File: config.mk
export PLATFORM = sky130hd
export DESIGN_NAME = input_debouncer
export DESIGN_NICKNAME = d
export VERILOG_FILES = /design/src/rtl/input_debouncer.sv
export SDC_FILE = /design/constraint.sdc
export NUM_CORES = 1
export LEC_CHECK = 0
export CORE_UTILIZATION = 44
export CTS_CLUSTER_SIZE = 24
export DETAILED_ROUTE_END_ITERATION = 7
export HOLD_SLACK_MARGIN = 0.15
export PLACE_DENSITY_LB_ADDON = 0.08
export SLEW_MARGIN = 20
export SYNTH_ARGS = -nofsm -noshare
export SYNTH_HDL_FRONTEND = slang
export SYNTH_SLANG_ARGS = --single-unit
File: constraint.sdc
create_clock -name clk -period 1.4 [get_ports clk]
set_input_delay 0.21 -clock clk [delete_from_list [all_inputs] [get_ports clk]]
set_output_delay 0.21 -clock clk [all_outputs]
set_load 0.02 [all_outputs]
File: src/rtl/input_debouncer.sv
// Debouncer for a raw asynchronous level input.
// din passes through a short synchroniser. A four-state FSM then accepts a new
// level only after DEBOUNCE_CYCLES consecutive synchronised samples agree.
// Aborted candidate changes are counted in a saturating glitch counter.
module input_debouncer #(
  parameter int SYNC_STAGES     = 2,
  parameter int DEBOUNCE_CYCLES = 4,
  parameter int GLITCH_W        = 8
) (
  input  logic                clk,
  input  logic                rst,
  input  logic                din,
  output logic                dout,
  output logic                busy,
  output logic [GLITCH_W-1:0] glitch_cnt
);

  localparam int CNT_W = $clog2(DEBOUNCE_CYCLES);
  localparam logic [CNT_W-1:0] CNT_LAST = CNT_W'(DEBOUNCE_CYCLES - 1);

  typedef enum logic [1:0] {
    STABLE_LOW,
    CHECK_HIGH,
    STABLE_HIGH,
    CHECK_LOW
  } state_e;

  logic [SYNC_STAGES-1:0] sync_q, sync_d;
  logic                   din_s;
  state_e                 state_q, state_d;
  logic [CNT_W-1:0]       cnt_q, cnt_d;
  logic                   dout_q, dout_d;
  logic                   busy_q, busy_d;
  logic [GLITCH_W-1:0]    glitch_q, glitch_d;
  logic                   glitch_inc;

  // Shift din into the synchroniser chain; only the last stage is used.
  always_comb begin
    sync_d = {sync_q[SYNC_STAGES-2:0], din};
  end

  assign din_s = sync_q[SYNC_STAGES-1];

  // Qualification FSM. The counter holds how many agreeing samples have been
  // seen in the current check, so the last one lands on CNT_LAST.
  always_comb begin
    state_d    = state_q;
    cnt_d      = cnt_q;
    dout_d     = dout_q;
    glitch_inc = 1'b0;
    unique case (state_q)
      STABLE_LOW: begin
        if (din_s) begin
          state_d = CHECK_HIGH;
          cnt_d   = CNT_W'(1);
        end
      end
      CHECK_HIGH: begin
        if (!din_s) begin
          state_d    = STABLE_LOW;
          cnt_d      = '0;
          glitch_inc = 1'b1;
        end else if (cnt_q == CNT_LAST) begin
          state_d = STABLE_HIGH;
          cnt_d   = '0;
          dout_d  = 1'b1;
        end else begin
          cnt_d = cnt_q + CNT_W'(1);
        end
      end
      STABLE_HIGH: begin
        if (!din_s) begin
          state_d = CHECK_LOW;
          cnt_d   = CNT_W'(1);
        end
      end
      CHECK_LOW: begin
        if (din_s) begin
          state_d    = STABLE_HIGH;
          cnt_d      = '0;
          glitch_inc = 1'b1;
        end else if (cnt_q == CNT_LAST) begin
          state_d = STABLE_LOW;
          cnt_d   = '0;
          dout_d  = 1'b0;
        end else begin
          cnt_d = cnt_q + CNT_W'(1);
        end
      end
      default: begin
        state_d = STABLE_LOW;
        cnt_d   = '0;
        dout_d  = 1'b0;
      end
    endcase
    busy_d = (state_d == CHECK_HIGH) || (state_d == CHECK_LOW);
  end

  // Glitch counter sticks at all-ones instead of wrapping.
  always_comb begin
    glitch_d = glitch_q;
    if (glitch_inc && !(&glitch_q)) begin
      glitch_d = glitch_q + GLITCH_W'(1);
    end
  end

  // State registers; reset aborts any check without counting a glitch.
  always_ff @(posedge clk) begin
    if (rst) begin
      sync_q   <= '0;
      state_q  <= STABLE_LOW;
      cnt_q    <= '0;
      dout_q   <= 1'b0;
      busy_q   <= 1'b0;
      glitch_q <= '0;
    end else begin
      sync_q   <= sync_d;
      state_q  <= state_d;
      cnt_q    <= cnt_d;
      dout_q   <= dout_d;
      busy_q   <= busy_d;
      glitch_q <= glitch_d;
    end
  end

  assign dout       = dout_q;
  assign busy       = busy_q;
  assign glitch_cnt = glitch_q;

endmodule

==> results.yml, run 1 <==
power_and_ir_drop:
  p_total_w: 0.000827
  p_leak_nw: 0.405
  peakVddDrop_mv: 0.673
  powerDensity_mw_per_mm2: 804
worst_setup_path:
  startpoint_type: "flop"
  arrival_ns: 1.63
  cp-end-kind: "flop"
  critPathRequiredTime_ns: 1.61
  cp_max_fo: 5
  crit_type: "flop to flop"
placement:
  numPortBuffers: 12
  routabilityCongestion: 0.784
  post-place-ws_ns: -0.0343
  placed_area_um2: 946
  dp.cells: 109
  hpwl_mm: 1.10
global_route:
  grt_use_total: 0.189
  grt_overflow: 0
  grt_pass1_wl_mm: 2.49
  grt_pass1_vias: 586
  grt_max_degree: 17
  antenna_found_initial: 0
drt:
  ant_nets: 0
  vias_per_cell: 5.54
  dr.pass1.iters: 4
  drtIter0Drc: 19
  routed_wl_mm: 1.59
  vias: 637
  drc: 0
  wl_per_cell_um: 13.8
yosys:
  yosys.area.top_type: "dfxtp_1"
  yosysSeqAreaShare: 0.460
  post_synth.cell_area_avg_um2: 9.66
  synth_warnings: 0
  synth_area_leaders: "dfxtp_1 46%, a21oi_1 6.5%, nand3_1 4.3%, xnor2_4 4.0%, ha_1 3.6%"
  synth_top_area_frac: 0.460
  synth.distinct_cells: 25
  ys_seq_elements: 16
  syn_inst: 72
  syn_area_um2: 696
  synth_nets: 77
cells_and_area:
  synthToLayoutAreaGrowth_pct: 47.8
  layout_commonest_cell: "buf_4"
  multiInputGateArea_um2: 414
  seq_area_um2: 330
  nets: 106
  fin_cells: 115
  final_cell_mix: "11 x buf_4, 10 x dlygate4sd2_1, 8 x dfxtp_1, 8 x dfxtp_2, 7 x a21oi_1"
  antenna_cells: 0
  final.fill_count: 113
  design_area_mm2: 0.00103
  drive_above_1_share: 0.360
timing:
  hold_viol_final: 0
  slew-limit-headroom: 0.852
  setup_viol: 1
  report.final.slew_viol_count: 0
  layout_setup_ws_ns: -0.0169
  fmax_ghz: 0.706
  rsz0062_at_grt: "true"
  tightest_slew_ns: 0.220
  skew_ns: 0.0124
  fin_crit_ns: 1.42
  fin_crit_sh: 1.01
  whs_ns: 0.432
clock_tree:
  clkSinkCount: 16
  htreeDepth: 1
  cts_buffers: 3
  clkLatencyLatePin_ns: 0.28
  clockBufferDepth: 2
  cts_tree: "done"
  cts_hold_buf: 0
  root_buffer: "clkbuf_4"
  clk_pin_slew_worst_paths_ns: 0.10
floorplan:
  die_x_um: 41.8
  dieArea_mm2: 0.00174
  coreArea_mm2: 0.00138
  fp.dieH_um: 41.8
  start_util: 0.503
  num_rows: 13
  io_pins: 13
status:
  status: "complete, but fails checks"
  violations: "setup timing"
job:
  max-cap-violations: 0
min_path:
  worst_hold_path_type: "flop to flop"
[cells by family after synthesis]
family / after synthesis / synth area share
buf+inv: 4 / 0.0324
compound gates: 19 / 0.174
flops: 16 / 0.460
simple gates: 28 / 0.230
mux: 1 / 0.0144
xor+xnor: 2 / 0.0522
fa+ha+maj: 2 / 0.0360
[worst max-delay path: stages, from the launching register on]
cell and delay (ns):
dfxtp_2 0.35, ha_4 0.17, nand3_4 0.10, o211ai_4 0.11, or4_1 0.49, a21oi_1 0.13
[final timing paths]
| path | from | to | slack, ns | cells past startpoint |
|---|---|---|---|---|
| max | glitch_cnt[1] | glitch_cnt[7] | -0.02 | 5 |
| min | sync_q[0] | sync_q[1] | 0.43 | 1 |
| max reg2reg | glitch_cnt[1] | glitch_cnt[7] | -0.02 | 5 |
| min reg2reg | sync_q[0] | sync_q[1] | 0.43 | 1 |
[cells in the mapped netlist, drive strengths merged]
cell type	n
and4	1
clkbuf	1
mux2i	1
xor2	1
or3	4
nand3b	2
nor3b	2
or4	2
nor2	3
nand2	5
o211ai	1
buf	1
o21a	1
a21oi	9
inv	2
a211oi	1
nand3	6
o21ai	5
dfxtp	16
xnor2	1
o31ai	2
nand4	1
ha	2
nor2b	2
[area by class of cell]
class | count | share of cell area
timing repair buffer | 25 | 0.215
tap | 15 | 0.0182
inverter | 2 | 0.00730
sequential | 16 | 0.321
clock buffer | 4 | 0.0353
multi-input combinational | 53 | 0.403
[layer usage]
| metal | global-route usage | vias to the layer above | part of all wire |
|---|---|---|---|
| met5 | 0 | - | 0 |
| met3 | 0.0522 | 2 | 0.016 |
| met4 | 0.0774 | 0 | 0.0044 |
| li1 | - | 321 | - |
| met2 | 0.319 | 5 | 0.57 |
| met1 | 0.223 | 309 | 0.41 |
[power by group]
group / switching [W] / leakage, nW / internal (W)
combinational: 0.0000260 / 0.251 / 0.0000299
sequential: 0.00000594 / 0.134 / 0.000462
clock: 0.000145 / 0.0210 / 0.000158
[per-stage QoR]
stage | TNS [ns] | utilization
after floorplan | 0 | -
after global placement | -0.000310 | 0.684
after detailed placement | -0.118 | 0.684
after CTS | 0 | 0.706
after global routing | -0.149 | 0.744
final | -0.0169 | 0.744
[timing repair]
action	CTS	global route
gates resized for setup	13	7
setup endpoints to repair	16	8
pin swaps	2	3
setup buffers	0	1
cloned	0	1
[flip-flops by register name, summed over array words and instances (netlist names)]
signal,flops
busy,1
dout,1
glitch_cnt,8
state_q,2
cnt_q,2
sync_q,2
No activity file was read; power rests on OpenSTA's default activity.
==> run 2, diff against run 1 <==
CAP_MARGIN = 30   (was not set)
==> results of run 2 <==
The final DEF is identical to that of run 1; final timing and power are the same.
==> run 3, diff against run 2 <==
TNS_END_PERCENT = 50   (was not set)
==> results.yml, run 3 (synthesis gave the netlist of run 1 again) <==
timing:
  skew_ns: 0.00976
  layout_setup_ws_ns: 0.00812
  whs_ns: 0.434
  fin_crit_sh: 0.994
  fmax_ghz: 0.718
  hold_viol_final: 0
  fin_crit_ns: 1.39
  slew-limit-headroom: 0.826
  tightest_slew_ns: 0.259
  setup_viol: 0
  report.final.slew_viol_count: 0
  rsz0062_at_grt: "true"
floorplan:
  num_rows: 13
  die_x_um: 41.8
  start_util: 0.503
  coreArea_mm2: 0.00138
  io_pins: 13
  dieArea_mm2: 0.00174
  fp.dieH_um: 41.8
worst_setup_path:
  crit_type: "flop to flop"
  startpoint_type: "flop"
  reg2regPathDepth: 5
  arrival_ns: 1.61
  critPathRequiredTime_ns: 1.62
  cp-end-kind: "flop"
  crit_start: "glitch_cnt[1]"
  cp_max_fo: 9
  r2r-start: "glitch_cnt[1]"
power_and_ir_drop:
  p_total_w: 0.000819
  peakVddDrop_mv: 0.454
  p_leak_nw: 0.396
  powerDensity_mw_per_mm2: 834
global_route:
  use_met2: 0.319
  grt_pass1_wl_mm: 2.49
  antenna_found_initial: 0
  gr-max-usage-layer: "met2"
  grt_overflow: 0
  grt_use_met1: 0.223
  grt_use_met3: 0.0522
  grt_max_degree: 17
  grt_use_total: 0.189
  grt_pass1_vias: 584
cells_and_area:
  largest_register_ff_count: 8
  antenna_cells: 0
  nets: 104
  synthToLayoutAreaGrowth_pct: 41.2
  fin_cells: 113
  drive_above_1_share: 0.327
  final_cell_mix: "10 x dlygate4sd2_1, 10 x buf_4, 9 x dfxtp_2"
drt:
  ant_nets: 0
  vias_per_cell: 5.49
  drc: 0
  routed_wl_mm: 1.41
  drtIter0Drc: 13
  vias: 620
  wl_per_cell_um: 12.5
  dr.pass1.iters: 4
clock_tree:
  clkSinkCount: 16
  clkLatencyLatePin_ns: 0.28
  clockBufferDepth: 2
  postCtsSetupBuffers: 0
  cts_hold_buf: 0
  htreeDepth: 1
  cts_buffers: 3
  cts_tree: "done"
  clk_pin_slew_worst_paths_ns: 0.10
  root_buffer: "clkbuf_4"
placement:
  dp.cells: 109
  routabilityCongestion: 0.784
  post-place-ws_ns: -0.0343
  numPortBuffers: 12
  hpwl_mm: 1.10
min_path:
  hp-start: "sync_q[0]"
  worst_hold_path_type: "flop to flop"
  holdPathStages: 1
job:
  max-cap-violations: 0
status:
  status: "complete, no violations"
-- run 3: per-stage QoR --
stage                      TNS (ns)  utilization  area, um2
after global routing         -0.323        0.710        982
after global placement    -0.000310        0.684        946
after floorplan                   0            -        719
final                             0        0.710        982
after CTS                   -0.0126        0.706        976
after detailed placement     -0.118        0.684        946
-- run 3: per-layer routing --
metal / share of wire / vias to the layer above / wire (um)
li1: - / 314 / -
met1: 0.44 / 291 / 619
met2: 0.52 / 13 / 740
met3: 0.030 / 2 / 43
met4: 0.0050 / 0 / 7
met5: 0 / - / 0
-- run 3: worst max-delay path, cell delays in order, from the launching register on --
cell and delay, ns:
dfxtp_2 0.35, ha_4 0.17, nand3_2 0.09, o211ai_4 0.12
or3_2 0.47, a21oi_2 0.14
-- run 3: cell type report --
cell class / count / area, um2
tap: 15 / 18.8
inverter: 2 / 7.51
clock buffer: 4 / 36.3
sequential: 16 / 332
timing repair buffer: 24 / 214
fill: 121 / 400
multi-input combinational: 52 / 374
-- run 3: repair_timing --
| item | CTS | global route |
|---|---|---|
| hold endpoints to repair | 0 | 0 |
| setup endpoints to repair | 16 | 8 |
| pin swaps | 1 | 4 |
| gates resized for setup | 13 | 3 |
-- run 3: worst paths after layout --
kind / endpoint / slack (ns)
worst max-delay path: glitch_cnt[5] / 0.008
worst min-delay path: sync_q[1] / 0.43
worst max register to register: glitch_cnt[5] / 0.008
worst min register to register: sync_q[1] / 0.43
-- run 3: power by group --
part / internal [W] / leakage (nW) / switching [W]
sequential: 0.000462 / 0.134 / 0.00000538
combinational: 0.0000287 / 0.241 / 0.0000234
clock: 0.000158 / 0.0210 / 0.000141
